## src/rtl/pll_lock_supervisor.sv

```systemverilog
// Power-up and fault sequencer for the ECP5 EHXPLLL. Clocked by the free-running
// reference clock so it keeps working while the PLL output is absent or unlocked.
module pll_lock_supervisor #(
  parameter int RST_PULSE    = 4,
  parameter int LOCK_TIMEOUT = 250000,
  parameter int LOCK_STABLE  = 2500,
  parameter int MAX_RETRIES  = 3
) (
  input  logic       clkin,
  input  logic       resetn,
  input  logic       pll_locked,
  input  logic       restart,
  output logic       pll_rst,
  output logic       sys_rst,
  output logic       ready,
  output logic       fail,
  output logic [3:0] retry_cnt,
  output logic [7:0] loss_cnt,
  output logic [2:0] state_dbg
);

  localparam int PW = $clog2(RST_PULSE + 1);
  localparam int TW = $clog2(LOCK_TIMEOUT + 1);
  localparam int SW = $clog2(LOCK_STABLE + 1);

  localparam logic [PW-1:0] P_LAST = PW'(RST_PULSE - 1);
  localparam logic [TW-1:0] T_LAST = TW'(LOCK_TIMEOUT - 1);
  localparam logic [SW-1:0] S_LAST = SW'(LOCK_STABLE - 1);
  localparam logic [3:0]    R_MAX  = 4'(MAX_RETRIES);

  typedef enum logic [2:0] {
    RESET_PLL = 3'd0,
    WAIT_LOCK = 3'd1,
    STABLE    = 3'd2,
    RUN       = 3'd3,
    FAIL      = 3'd4
  } state_t;

  state_t        state, state_n;
  logic [PW-1:0] pcnt, pcnt_n;
  logic [TW-1:0] tcnt, tcnt_n;
  logic [SW-1:0] scnt, scnt_n;
  logic [3:0]    retry_n;
  logic [7:0]    loss_n;
  logic          lock_meta, lock_s;
  logic          take_timeout;

  // pll_locked is asynchronous to clkin; only lock_s is used for decisions.
  always_ff @(posedge clkin or negedge resetn) begin
    if (!resetn) begin
      lock_meta <= 1'b0;
      lock_s    <= 1'b0;
    end else begin
      lock_meta <= pll_locked;
      lock_s    <= lock_meta;
    end
  end

  always_ff @(posedge clkin or negedge resetn) begin
    if (!resetn) begin
      state     <= RESET_PLL;
      pcnt      <= '0;
      tcnt      <= '0;
      scnt      <= '0;
      retry_cnt <= '0;
      loss_cnt  <= '0;
      pll_rst   <= 1'b1;
      sys_rst   <= 1'b1;
      ready     <= 1'b0;
      fail      <= 1'b0;
    end else begin
      state     <= state_n;
      pcnt      <= pcnt_n;
      tcnt      <= tcnt_n;
      scnt      <= scnt_n;
      retry_cnt <= retry_n;
      loss_cnt  <= loss_n;
      // Outputs decode the next state so they move on the same edge as the state.
      pll_rst   <= (state_n == RESET_PLL);
      sys_rst   <= (state_n != RUN);
      ready     <= (state_n == RUN);
      fail      <= (state_n == FAIL);
    end
  end

  always_comb begin
    state_n      = state;
    pcnt_n       = pcnt;
    tcnt_n       = tcnt;
    scnt_n       = scnt;
    retry_n      = retry_cnt;
    loss_n       = loss_cnt;
    take_timeout = 1'b0;
    if (restart) begin
      state_n = RESET_PLL;
      pcnt_n  = '0;
      retry_n = '0;
    end else begin
      case (state)
        RESET_PLL: begin
          if (pcnt >= P_LAST) begin
            state_n = WAIT_LOCK;
            pcnt_n  = '0;
            tcnt_n  = '0;
          end else begin
            pcnt_n = pcnt + 1'b1;
          end
        end
        WAIT_LOCK: begin
          if (tcnt >= T_LAST) begin
            take_timeout = 1'b1;
          end else begin
            tcnt_n = tcnt + 1'b1;
            if (lock_s) begin
              state_n = STABLE;
              scnt_n  = SW'(1);
            end
          end
        end
        STABLE: begin
          // A completed stability window beats a coincident timeout.
          if (lock_s && (scnt >= S_LAST)) begin
            state_n = RUN;
          end else if (tcnt >= T_LAST) begin
            take_timeout = 1'b1;
          end else begin
            tcnt_n = tcnt + 1'b1;
            if (lock_s) scnt_n = scnt + 1'b1;
            else        state_n = WAIT_LOCK;
          end
        end
        RUN: begin
          if (!lock_s) begin
            state_n = RESET_PLL;
            pcnt_n  = '0;
            retry_n = '0;
            if (loss_cnt != 8'hff) loss_n = loss_cnt + 8'd1;
          end
        end
        FAIL: ;
        default: state_n = RESET_PLL;
      endcase
      if (take_timeout) begin
        if (retry_cnt >= R_MAX) begin
          state_n = FAIL;
        end else begin
          state_n = RESET_PLL;
          pcnt_n  = '0;
          retry_n = retry_cnt + 4'd1;
        end
      end
    end
  end

  assign state_dbg = state;

endmodule

```

## config.mk

```make
export PLATFORM = sky130hd
export DESIGN_NAME = pll_lock_supervisor
export DESIGN_NICKNAME = d
export VERILOG_FILES = /design/src/rtl/pll_lock_supervisor.sv
export SDC_FILE = /design/constraint.sdc
export NUM_CORES = 1
export LEC_CHECK = 0
export CORE_MARGIN = 2
export CORE_UTILIZATION = 55
export CTS_BUF_LIST = sky130_fd_sc_hd__clkbuf_2 sky130_fd_sc_hd__clkbuf_4 sky130_fd_sc_hd__clkbuf_8
export CTS_CLUSTER_DIAMETER = 80
export CTS_CLUSTER_SIZE = 10
export DETAILED_ROUTE_END_ITERATION = 16
export DONT_BUFFER_PORTS = 1
export PLACE_DENSITY = 0.73
export SLEW_MARGIN = 10
export SYNTH_ARGS = -nofsm -noshare
export SYNTH_HDL_FRONTEND = slang
export SYNTH_SLANG_ARGS = --single-unit
```

## constraint.sdc

```tcl
create_clock -name clkin -period 2.2 [get_ports clkin]
set_input_delay 0.22 -clock clkin [delete_from_list [all_inputs] [get_ports clkin]]
set_output_delay 0.22 -clock clkin [all_outputs]
set_load 0.05 [all_outputs]
```

=== Yosys cells after proc, flatten, opt, wreduce, memory -nomap -nowiden ===
Index checks and enable logic that the tools add are counted.

* Add/subtract/negate cells: 5
* Order comparisons: 4
* Equal/unequal tests: 14
* Multiplexer cells: 36
* Bitwise logic cells: 2
* Reduce and logical (&&, ||, !) cells: 8

{| class="wikitable"
|+ Operator list
! kind !! number
|-
| 12-bit 2-to-1 mux || 5
|-
| 18-bit 2-to-1 mux || 3
|-
| 18-bit case mux with 3 select lines || 1
|-
| 3-bit 2-to-1 mux || 15
|-
| 12-bit case mux with 2 select lines || 1
|-
| 4-bit 2-to-1 mux || 5
|-
| 18-bit by 1-bit adder with 18-bit output (second input constant) || 1
|-
| 18-bit >= comparator (second input constant) || 1
|-
| 3-bit case mux with 5 select lines || 1
|-
| 12-bit by 1-bit adder with 12-bit output (second input constant) || 1
|-
| 12-bit >= comparator (second input constant) || 1
|-
| 2-bit inequality test (second input constant) || 6
|-
| 3-bit by 2-bit equality test with 1-bit output (second input constant) || 3
|-
| 8-bit by 1-bit adder with 8-bit output (second input constant) || 1
|-
| 8-bit inequality test (second input constant) || 1
|-
| 4-bit AND reduction || 2
|-
| 7-bit AND reduction || 1
|-
| 3-bit equality test (second input constant) || 2
|-
| 3-bit zero test || 2
|-
| 3-bit case mux with 2 select lines || 1
|-
| 4-bit by 1-bit adder with 4-bit output (second input constant) || 1
|-
| 4-bit by 2-bit >= comparator with 1-bit output (second input constant) || 1
|-
| 3-bit by 1-bit adder with 3-bit output (second input constant) || 1
|-
| 3-bit by 1-bit equality test with 1-bit output (second input constant) || 1
|-
| other kinds (8) || 11
|}

* Register bits after elaboration: 54
* Input bits: 4
* Output and inout bits: 19

=== Depth between registers and ports, before layout ===
Gate-level depths: netlist of run 1.

* Depth after elaboration: 8
* Depth in mapped cells: 8
* Gate-level depth less buffers: 8

=== Worst setup path after synthesis of run 1 ===
OpenSTA, ideal clock, no wires.

* Kind: flip-flop to flip-flop
* From: register state[1], in the netlist state_dbg[1]
* To: register tcnt[15]
* Setup time: 0.079 ns
* Data arrival time: 2.405 ns
* Path slack: -0.285 ns
* Cell stages (with the launch flop): 8
* Buffers on the path: 1
* Period minus slack after synthesis: 2.485 ns
* Cells stage by stage: dfrtp_1 -> buf_2 -> a211o_1 -> a21oi_2 -> nand2_1 -> or4b_1 -> or3_1 -> a21oi_1

* Word-level cells in the longest chain between the ends: 3
* Elaborated cells on any way between the ends: 8
* Those cells by class: eq/ne: 4; mux: 1; reduce/logical: 3

{| class="wikitable"
|+ RTL lines
! item !! line !! source
|-
| start, declared || 39 || <nowiki>state_t state, state_n;</nowiki>
|-
| start signal, assigned || 72 || <nowiki>state <= state_n;</nowiki>
|-
| 3-bit by 2-bit equality test with 1-bit output (tied with other cells) || 99 || <nowiki>case (state)</nowiki>
|-
| 2-bit inequality test (no source line) / 3-bit nonzero test (equally long branches) || -- ||
|-
| 4-bit AND reduction (no source line) || -- ||
|-
| end signal, assigned || 74 || <nowiki>tcnt <= tcnt_n;</nowiki>
|-
| end, declared || 41 || <nowiki>logic [TW-1:0] tcnt, tcnt_n;</nowiki>
|}

Several ways; a longest one is shown, not always the timed one.
A chain may end at the register's enable or synchronous reset.

=== Final worst setup path of run 1 ===
* From: register scnt[0]
* To: register tcnt[15]

* Word-level cells in the longest chain between the ends: 4

{| class="wikitable"
|+ RTL lines
! item !! line !! source
|-
| start, declared || 42 || <nowiki>logic [SW-1:0] scnt, scnt_n;</nowiki>
|-
| start signal, assigned || 75 || <nowiki>scnt <= scnt_n;</nowiki>
|-
| 12-bit >= comparator || 122 || <nowiki>if (lock_s && (scnt >= S_LAST)) begin</nowiki>
|-
| 1-bit logical AND || 122 ||
|-
| 2-bit inequality test (no source line) || -- ||
|-
| 4-bit AND reduction (no source line) || -- ||
|}

No other way between the ends.

==> reports/results.tsv, run 1 <==
metric	value	unit
p_leak	1.77	nW
antenna_cells	0	
viasPerCell	6.05	
period_minus_slack	2.34	ns
fin_util	76.7	%
hold_viol_final	0	
startpoint	scnt[0]$_DFFE_PN0P_	
seq_area_frac_synth	45.6	%
tightest_slew	0.683	ns
netlist_area	2970	um2
syn2layout_area_growth	33.6	%
cts_inserted_buffers	5	
p_total	0.00304	W
postRouteAntennaNets	0	
path_max_fanout	3	
rows	26	
intPower	0.00191	W
final_max_slew_viol_count	0	
grt_pass1_wl	12400	um
synth.avg_cell_area	9.40	um2
synth_top_area_share	43.8	%
synth_nets	326	
synth_seq_cells	54	
antenna_found_initial	0	
drt_iter0_drc	214	
fmax	427	MHz
start_util	57.5	%
violations	setup timing	
grt_max_degree	55	
drive_gt1_share	35.4	%
core	5170	um2
seqPwrFrac	40.3	%
die_y	77.5	um
clockPowerShare	22.6	%
clock-sinks	54	
dieArea	6010	um2
firstDrtPassIters	4	
clockBufferDepth	2	
finalClockSkew	0.0119	ns
cts_max_level	2	
crit_required	2.45	ns
r2r_cells	7	
place_congestion	0.848	
status	complete, but fails checks	
min_from	restart	
synthArstFlopShare	100	%
cts-root-buf	clkbuf_8	
clkLatencyLatePin	0.32	ns
p_per_area	767	nW/um2
die_x	77.5	um
port_buffers	0	
comb_power_share	37.1	%
cp-start-kind	flop	
arrival	2.59	ns
min_path_cells	3	
wl	7910	um
track_usage	25.8	%
layout_commonest_cell	buf_4	
rsz0062_at_grt	true	
p_sw_share	37.3	%
yosysTopAreaCell	dfrtp_1	
ios	23	
ys.flop_type	dfrtp_1	
clkTransAtPathRegs	0.10	ns
drv_cap	0	
grt_pass1_vias	2639	
via_count	2717	
setup_viol	16	
hold_path_class	input pin to flop	
overflow	0	
period_share	106	%
final_cell_mix	59 x buf_4, 49 x dfrtp_1, 28 x nor2_1	
p_switching	0.00114	W
synthCells	316	
synthTopCellsByArea	dfrtp_1 44%, xnor2_1 4.7%, nor2_1 3.7%	
finalWorstSetupSlack	-0.142	ns
worstReg2RegStart	scnt[0]$_DFFE_PN0P_	
drc_errors	0	
num-nets-final	388	
cts_tree	built	
wl_per_cell	17.6	um
yosysWarnings	0	
ir_drop	519	uV
synth_cell_types	60	
worst_slew_margin_rel	53.7	%
worst_setup_path_end_kind	flop	
synth_edf_count	0	
place_hpwl	5080	um
path_class	flop to flop	
[registers in the layout, indices dropped and copies added (netlist names)]
| register | cells |
|---|---|
| lock_meta | 1 |
| scnt | 12 |
| state_dbg | 3 |
| retry_cnt | 4 |
| fail | 1 |
| loss_cnt | 8 |
| sys_rst | 1 |
| tcnt | 18 |
| lock_s | 1 |
| pll_rst | 1 |
| ready | 1 |
| pcnt | 3 |
[worst paths after layout]
check	slack [ns]	end
worst min-delay path	0.14	state_dbg[0]$_DFF_PN0_
max in group asynchronous	1.51	sys_rst$_DFF_PN1_
worst max-delay path	-0.14	tcnt[15]$_DFFE_PN0P_
min in group asynchronous	0.40	tcnt[1]$_DFFE_PN0P_
worst max register to register	-0.14	tcnt[15]$_DFFE_PN0P_
worst min register to register	0.38	lock_s$_DFF_PN0_
[worst max-delay path: stages, from the launching register on]
cell     delay, ns
dfrtp_1       0.40
ha_2          0.19
or4_4         0.43
o21ai_4       0.21
a21oi_2       0.10
or4b_1        0.49
or3_1         0.33
a21oi_2       0.12
[cell families after synthesis]
group	Yosys count	synth area share, %
compound gates	70	17.1
xor+xnor	19	5.60
fa+ha+maj	6	2.53
buf+inv	22	2.91
flops	54	45.6
mux	4	1.47
simple gates	141	24.8
[routing by layer]
metal	up-vias	track usage [%]	routed length, um
li1	1294	-	-
met1	1340	34.2	3460
met2	66	42.3	4030
met3	17	4.53	286
met4	0	10.4	123
met5	-	0	0
[power by group through the flow]
stage / logic [W] / clock network (W) / registers, W
6_report: 0.00113 / 0.000687 / 0.00123
3_3_place_gp: 0.000962 / 0 / 0.00124
4_1_cts: 0.00104 / 0.000693 / 0.00122
2_1_floorplan: 0.000569 / 0 / 0.00133
3_5_place_dp: 0.000988 / 0 / 0.00124
5_1_grt: 0.00123 / 0.000745 / 0.00124
[layout make-up]
type / instances / area (um2)
inverter: 9 / 33.8
clock inverter: 3 / 45.0
clock buffer: 5 / 68.8
sequential: 54 / 1360
timing repair buffer: 68 / 557
multi-input combinational: 240 / 1820
fill: 330 / 1200
tap: 70 / 87.6
[synthesized netlist by cell type (all sizes together) (3+ instances only)]
| cell type | count |
|---|---|
| mux2 | 3 |
| nand2b | 3 |
| a31oi | 6 |
| and2 | 4 |
| inv | 9 |
| nand2 | 23 |
| clkbuf | 10 |
| xor2 | 3 |
| nor2 | 29 |
| buf | 3 |
| nand3 | 16 |
| a211oi | 3 |
| nor4 | 6 |
| or2 | 3 |
| o21ai | 22 |
| or3 | 5 |
| nand3b | 3 |
| or4 | 3 |
| ha | 6 |
| xnor2 | 16 |
| dfrtp | 52 |
| o31ai | 7 |
| and3 | 9 |
| a21oi | 11 |
| nand4 | 10 |
| nor3 | 18 |
[what timing repair did]
action	in CTS	in global routing
hold buffers	4	0
gates resized for setup	8	49
setup buffers	0	3
endpoints found under the hold margin	59	0
cloned	0	1
pin swaps	5	16
endpoints found under the setup margin	15	22
[through the flow]
step                hold slack [ns]  cell area, um2  TNS (ns)  worst slack, ns  std cells
global route                  0.156            3970     -3.18           -0.226        449
CTS                           0.129            3710    -0.464          -0.0896        445
floorplan                   -0.0756            3040   -0.0782          -0.0734        316
detailed placement          -0.0737            3500    -0.441          -0.0914        433
finish                        0.140            3970     -1.18           -0.142        449
global placement            -0.0737            3500   -0.0761          -0.0532        433
Note: power is estimated with default switching activity, not from simulation.
==> run 2, diff against run 1 <==
--- a/config.mk
+++ b/config.mk
@@ -6,13 +6,14 @@
 export NUM_CORES = 1
 export LEC_CHECK = 0
 export CORE_MARGIN = 2
-export CORE_UTILIZATION = 55
-export CTS_BUF_LIST = sky130_fd_sc_hd__clkbuf_2 sky130_fd_sc_hd__clkbuf_4 sky130_fd_sc_hd__clkbuf_8
+export CORE_UTILIZATION = 59
+export CTS_BUF_LIST = sky130_fd_sc_hd__clkbuf_8
 export CTS_CLUSTER_DIAMETER = 80
 export CTS_CLUSTER_SIZE = 10
 export DETAILED_ROUTE_END_ITERATION = 16
 export DONT_BUFFER_PORTS = 1
-export PLACE_DENSITY = 0.73
+export GPL_TIMING_DRIVEN = 0
+export PLACE_DENSITY = 0.78
 export SLEW_MARGIN = 10
 export SYNTH_ARGS = -nofsm -noshare
 export SYNTH_HDL_FRONTEND = slang
==> run 2 against run 1 <==
Effect of this change: the flow still finishes with violations (setup timing); critical path depth rose by 3; die area decreased by 6.4%; clock power fell by 0.7%; worst hold slack gained 0.22 ns; critical path type unchanged.
==> reports/results.tsv, run 2 (same netlist as run 1, synthesis figures left out) <==
metric	value	unit
p_per_area	812	nW/um2
clockBufferDepth	2	
regMostFlops	tcnt	
drt_iter0_drc	362	
ir_drop	597	uV
clkLatencyLatePin	0.32	ns
rows	25	
cts_inserted_buffers	5	
final_cell_mix	48 x dfrtp_1, 36 x buf_4, 28 x nor2_1	
crit_required	2.41	ns
postRouteAntennaNets	0	
place_hpwl	4520	um
seqPwrFrac	41.0	%
fin_setup_tns	-4.58	ns
worst_slew_margin_rel	56.3	%
drive_gt1_share	36.2	%
core	4790	um2
fin_area	4040	um2
hold_viol_final	0	
grt_pass1_wl	12900	um
r2r_cells	10	
finalWorstSetupSlack	-0.220	ns
p_switching	0.00129	W
period_minus_slack	2.42	ns
clock-sinks	54	
hold_path_class	flop to flop	
rsz0062_at_grt	true	
intPower	0.00199	W
clkTransAtPathRegs	0.10	ns
violations	setup timing	
die_x	75.0	um
p_sw_share	39.4	%
worst_setup_path_end_kind	flop	
pre_cts_slack	-0.415	ns
cts_max_level	2	
viasPerCell	6.95	
via_count	3057	
comb_power_share	38.2	%
port_buffers	0	
path_class	flop to flop	
min_path_cells	0	
setup_viol	43	
grt_max_degree	55	
period_share	110	%
post_dp_cell_area	3120	um2
status	complete, but fails checks	
final_max_slew_viol_count	0	
overflow	0	
die_y	75.0	um
largest_register_ffs	18	
grt_pass1_vias	2694	
clockPowerShare	20.8	%
wl_per_cell	21.9	um
dieArea	5620	um2
antenna_cells	0	
num-nets-final	382	
fmax	413	MHz
cts_tree	built	
syn2layout_area_growth	36.0	%
firstDrtPassIters	8	
start_util	62.1	%
drc_errors	0	
cts-root-buf	clkbuf_8	
cp-start-kind	flop	
arrival	2.63	ns
finalClockSkew	0.00633	ns
wl	9640	um
antenna_found_initial	0	
path_max_fanout	4	
layout_commonest_cell	dfrtp_1	
p_leak	1.74	nW
track_usage	30.0	%
place_congestion	0.878	
drv_cap	0	
tightest_slew	0.650	ns
ios	23	
largestRegisters	tcnt: 18 flops, scnt: 12 flops, loss_cnt: 8 flops	
## run 2: cell count changes in the layout (fill, tap and decap cells not counted), sizes merged
cell | before | now
dlygate4sd3 | 3 | 2
clkbuf | 5 | 12
buf | 65 | 53
## run 2: through the flow
stage / util [%] / hold slack, ns / total power (W) / std cells
final: 84.4 / 0.362 / 0.00328 / 440
after global placement: 65.3 / -0.0734 / 0.00203 / 383
after CTS: 79.8 / 0.364 / 0.00306 / 429
after global routing: 84.4 / 0.369 / 0.00341 / 440
after detailed placement: 65.3 / -0.0738 / 0.00206 / 383
after floorplan: - / -0.0756 / 0.00190 / 316
## run 2: critical path, stage by stage, from the launching register on
cell and delay [ns]:
dfrtp_1 0.38, buf_6 0.12, or4_4 0.54, o21ai_4 0.24, buf_4 0.15, buf_4 0.10, and2_4 0.17, o31a_1 0.23
nand3b_1 0.19, buf_4 0.13, inv_1 0.05
## run 2: power groups by stage
stage	clock network, W	logic [W]	registers, W
6_report	0.000682	0.00125	0.00135
5_1_grt	0.000720	0.00134	0.00135
4_1_cts	0.000682	0.00105	0.00133
3_5_place_dp	0	0.000703	0.00136
3_3_place_gp	0	0.000677	0.00135
2_1_floorplan	0	0.000569	0.00133
## run 2: worst paths after layout
path | startpoint | end | slack [ns]
setup / recovery | scnt[5]$_DFFE_PN0P_ | state_dbg[0]$_DFF_PN0_ | -0.22
hold reg to reg | lock_meta$_DFF_PN0_ | lock_s$_DFF_PN0_ | 0.36
setup reg to reg | scnt[5]$_DFFE_PN0P_ | state_dbg[0]$_DFF_PN0_ | -0.22
max in group asynchronous | resetn | pll_rst$_DFF_PN1_ | 1.49
min in group asynchronous | resetn | scnt[5]$_DFFE_PN0P_ | 0.41
hold / removal | lock_meta$_DFF_PN0_ | lock_s$_DFF_PN0_ | 0.36
## run 2: per-layer routing
| metal | wire (um) | share of wire [%] | GRT usage [%] | vias to the layer above |
|---|---|---|---|---|
| li1 | - | - | - | 1281 |
| met1 | 3720 | 39 | 39.0 | 1488 |
| met2 | 4670 | 48 | 48.8 | 218 |
| met3 | 818 | 8.5 | 6.96 | 70 |
| met4 | 425 | 4.4 | 11.3 | 0 |
| met5 | 0 | 0 | 0 | - |
## run 2: cell type report
cell class | instances | area [um2]
sequential | 54 | 1360
timing repair buffer | 49 | 430
clock buffer | 5 | 68.8
tap | 67 | 83.8
multi-input combinational | 240 | 1900
fill | 245 | 744
buffer | 13 | 121
inverter | 9 | 33.8
clock inverter | 3 | 45.0
## run 2: timing repair
action,4_1_cts,5_1_grt
setup buffers,34,11
hold buffers,3,0
endpoints found under the hold margin,55,0
cloned,1,0
pin swaps,28,13
gates resized for setup,60,36
setup endpoints to repair,43,44
==> run 3, diff against run 2 <==
--- a/config.mk
+++ b/config.mk
@@ -14,6 +14,7 @@
 export DONT_BUFFER_PORTS = 1
 export GPL_TIMING_DRIVEN = 0
 export PLACE_DENSITY = 0.78
+export SKIP_LAST_GASP = 1
 export SLEW_MARGIN = 10
 export SYNTH_ARGS = -nofsm -noshare
 export SYNTH_HDL_FRONTEND = slang
==> run 3 against run 2 <==
Effect of this change: total power increased by 1.5%; clock skew increased by 0.00055 ns; the flow still finishes with violations (setup timing); first-iteration DRC count decreased by 6.9%; clock power increased by 0.9%; highest routed layer unchanged; sequential share of layout area decreased by 0.18 points; routed wire length increased by 1.2%; largest power group unchanged.
==> reports/results.tsv, run 3 (same netlist as run 1, synthesis figures left out) <==
metric	value	unit
syn2layout_area_growth	36.6	%
hold_path_class	flop to flop	
clkLatencyLatePin	0.32	ns
holdPathEnd	lock_s$_DFF_PN0_	
fin_area	4060	um2
worst_setup_path_end_kind	flop	
antenna_cells	0	
regArea	1360	um2
r2r_cells	8	
wl	9750	um
p_leak	1.74	nW
clockBufferDepth	2	
clkTransAtPathRegs	0.10	ns
port_buffers	0	
final_max_slew_viol_count	0	
highest_layer	met4	
core	4790	um2
status	complete, but fails checks	
period_minus_slack	2.46	ns
final_cell_mix	49 x dfrtp_1, 32 x buf_4, 28 x nor2_1	
postRouteAntennaNets	0	
hold_viol_final	0	
dieArea	5620	um2
overflow	0	
whs	0.362	ns
min_path_cells	0	
crit_required	2.43	ns
post_dp_cell_area	3120	um2
min_from	lock_meta$_DFF_PN0_	
drv_cap	0	
place_hpwl	4520	um
path_max_fanout	7	
tightest_slew	0.666	ns
r2r-end	scnt[2]$_DFFE_PN0P_	
met1_length	3800	um
drt_iter0_drc	337	
antenna_found_initial	0	
track_usage	30.3	%
arrival	2.70	ns
drive_gt1_share	36.3	%
clock-sinks	54	
rsz0062_at_grt	true	
cts_inserted_buffers	5	
rows	25	
ir_drop	613	uV
grt_max_degree	55	
layout_commonest_cell	dfrtp_1	
p_per_area	821	nW/um2
die_x	75.0	um
wl_met3	777	um
start_util	62.1	%
cts-root-buf	clkbuf_8	
n_fill_cell	230	
grt_pass1_wl	12900	um
viasPerCell	6.92	
firstDrtPassIters	5	
num-nets-final	378	
grt_pass1_vias	2646	
cts_tree	built	
largest_register_ffs	18	
multi_input_area	1940	um2
fin_setup_tns	-5.30	ns
worstReg2RegStart	scnt[1]$_DFFE_PN0P_	
finalClockSkew	0.00688	ns
worst_slew_margin_rel	55.2	%
finalWorstSetupSlack	-0.264	ns
wl_per_cell	22.4	um
period_share	112	%
place_congestion	0.878	
violations	setup timing	
fmax	406	MHz
cp-start-kind	flop	
largestRegisters	tcnt: 18 flops, scnt: 12 flops, loss_cnt: 8 flops	
die_y	75.0	um
cts_max_level	2	
ios	23	
wl_met2	4790	um
drc_errors	0	
path_class	flop to flop	
setup_viol	44	
regMostFlops	tcnt	
r2r_setup_slack	-0.26	ns
place_inst	383	
stdcell_count	436	
via_count	3015	
## run 3: cell types whose count changed in the layout (fill, tap and decap cells not counted), moves of 2 or more
cell | before | now
o21ai_2 | 11 | 9
nor3_2 | 4 | 2
o21ai_4 | 2 | 4
nor3_4 | 1 | 3
buf_4 | 36 | 32
## run 3: area by class of cell
| class | instances | share of cell area (%) |
|---|---|---|
| inverters | 9 | 0.832 |
| multi-input cells | 240 | 47.9 |
| plain buffers | 11 | 2.53 |
| well taps | 67 | 2.07 |
| repair buffers | 47 | 10.4 |
| flip-flops and latches | 54 | 33.4 |
| clock buffers | 5 | 1.70 |
| clock inverters | 3 | 1.11 |
## run 3: metal layers
layer  track usage (%)  up-vias
met3              7.23       59
met2              48.9      235
li1                  -     1268
met5                 0        -
met1              39.8     1453
met4              11.3        0
## run 3: per-stage QoR
| step | worst slack [ns] | util, % | power [W] |
|---|---|---|---|
| detailed placement | -0.415 | 65.3 | 0.00206 |
| CTS | -0.146 | 79.5 | 0.00305 |
| global placement | -0.448 | 65.3 | 0.00203 |
| finish | -0.264 | 84.8 | 0.00333 |
| global route | -0.356 | 84.8 | 0.00343 |
| floorplan | -0.0734 | - | 0.00190 |
## run 3: power breakdown
group,switching (W),internal [W]
logic,0.000740,0.000557
clock network,0.000349,0.000339
registers,0.000249,0.00110
total,0.00134,0.00199
## run 3: worst max-delay path, cell delays in order (launching register included)
cell      delay (ns)
dfrtp_1         0.43
ha_2            0.20
or4_4           0.43
o21ai_4         0.22
nand2_2         0.10
a311oi_2        0.41
nand2_2         0.22
buf_6           0.17
o21ai_1         0.18
## run 3: repair_timing
action | in CTS | in global routing
endpoints found under the hold margin | 55 | 0
hold buffers | 3 | 0
pin swaps | 20 | 20
resized for setup | 55 | 49
gates cloned | 1 | 0
setup endpoints to repair | 43 | 45
buffers inserted | 34 | 9
## run 3: worst max path at each step
stage | startpoint | endpoint | slack [ns] | cells after the start
6_report | scnt[1]$_DFFE_PN0P_ | scnt[2]$_DFFE_PN0P_ | -0.26 | 8
3_5_place_dp | state_dbg[1]$_DFF_PN0_ | tcnt[17]$_DFFE_PN0P_ | -0.41 | 8
3_3_place_gp | state_dbg[1]$_DFF_PN0_ | tcnt[17]$_DFFE_PN0P_ | -0.45 | 8
5_1_grt | scnt[1]$_DFFE_PN0P_ | scnt[2]$_DFFE_PN0P_ | -0.36 | 8
2_1_floorplan | state_dbg[0]$_DFF_PN0_ | tcnt[15]$_DFFE_PN0P_ | -0.07 | 7
4_1_cts | state_dbg[0]$_DFF_PN0_ | tcnt[15]$_DFFE_PN0P_ | -0.15 | 7
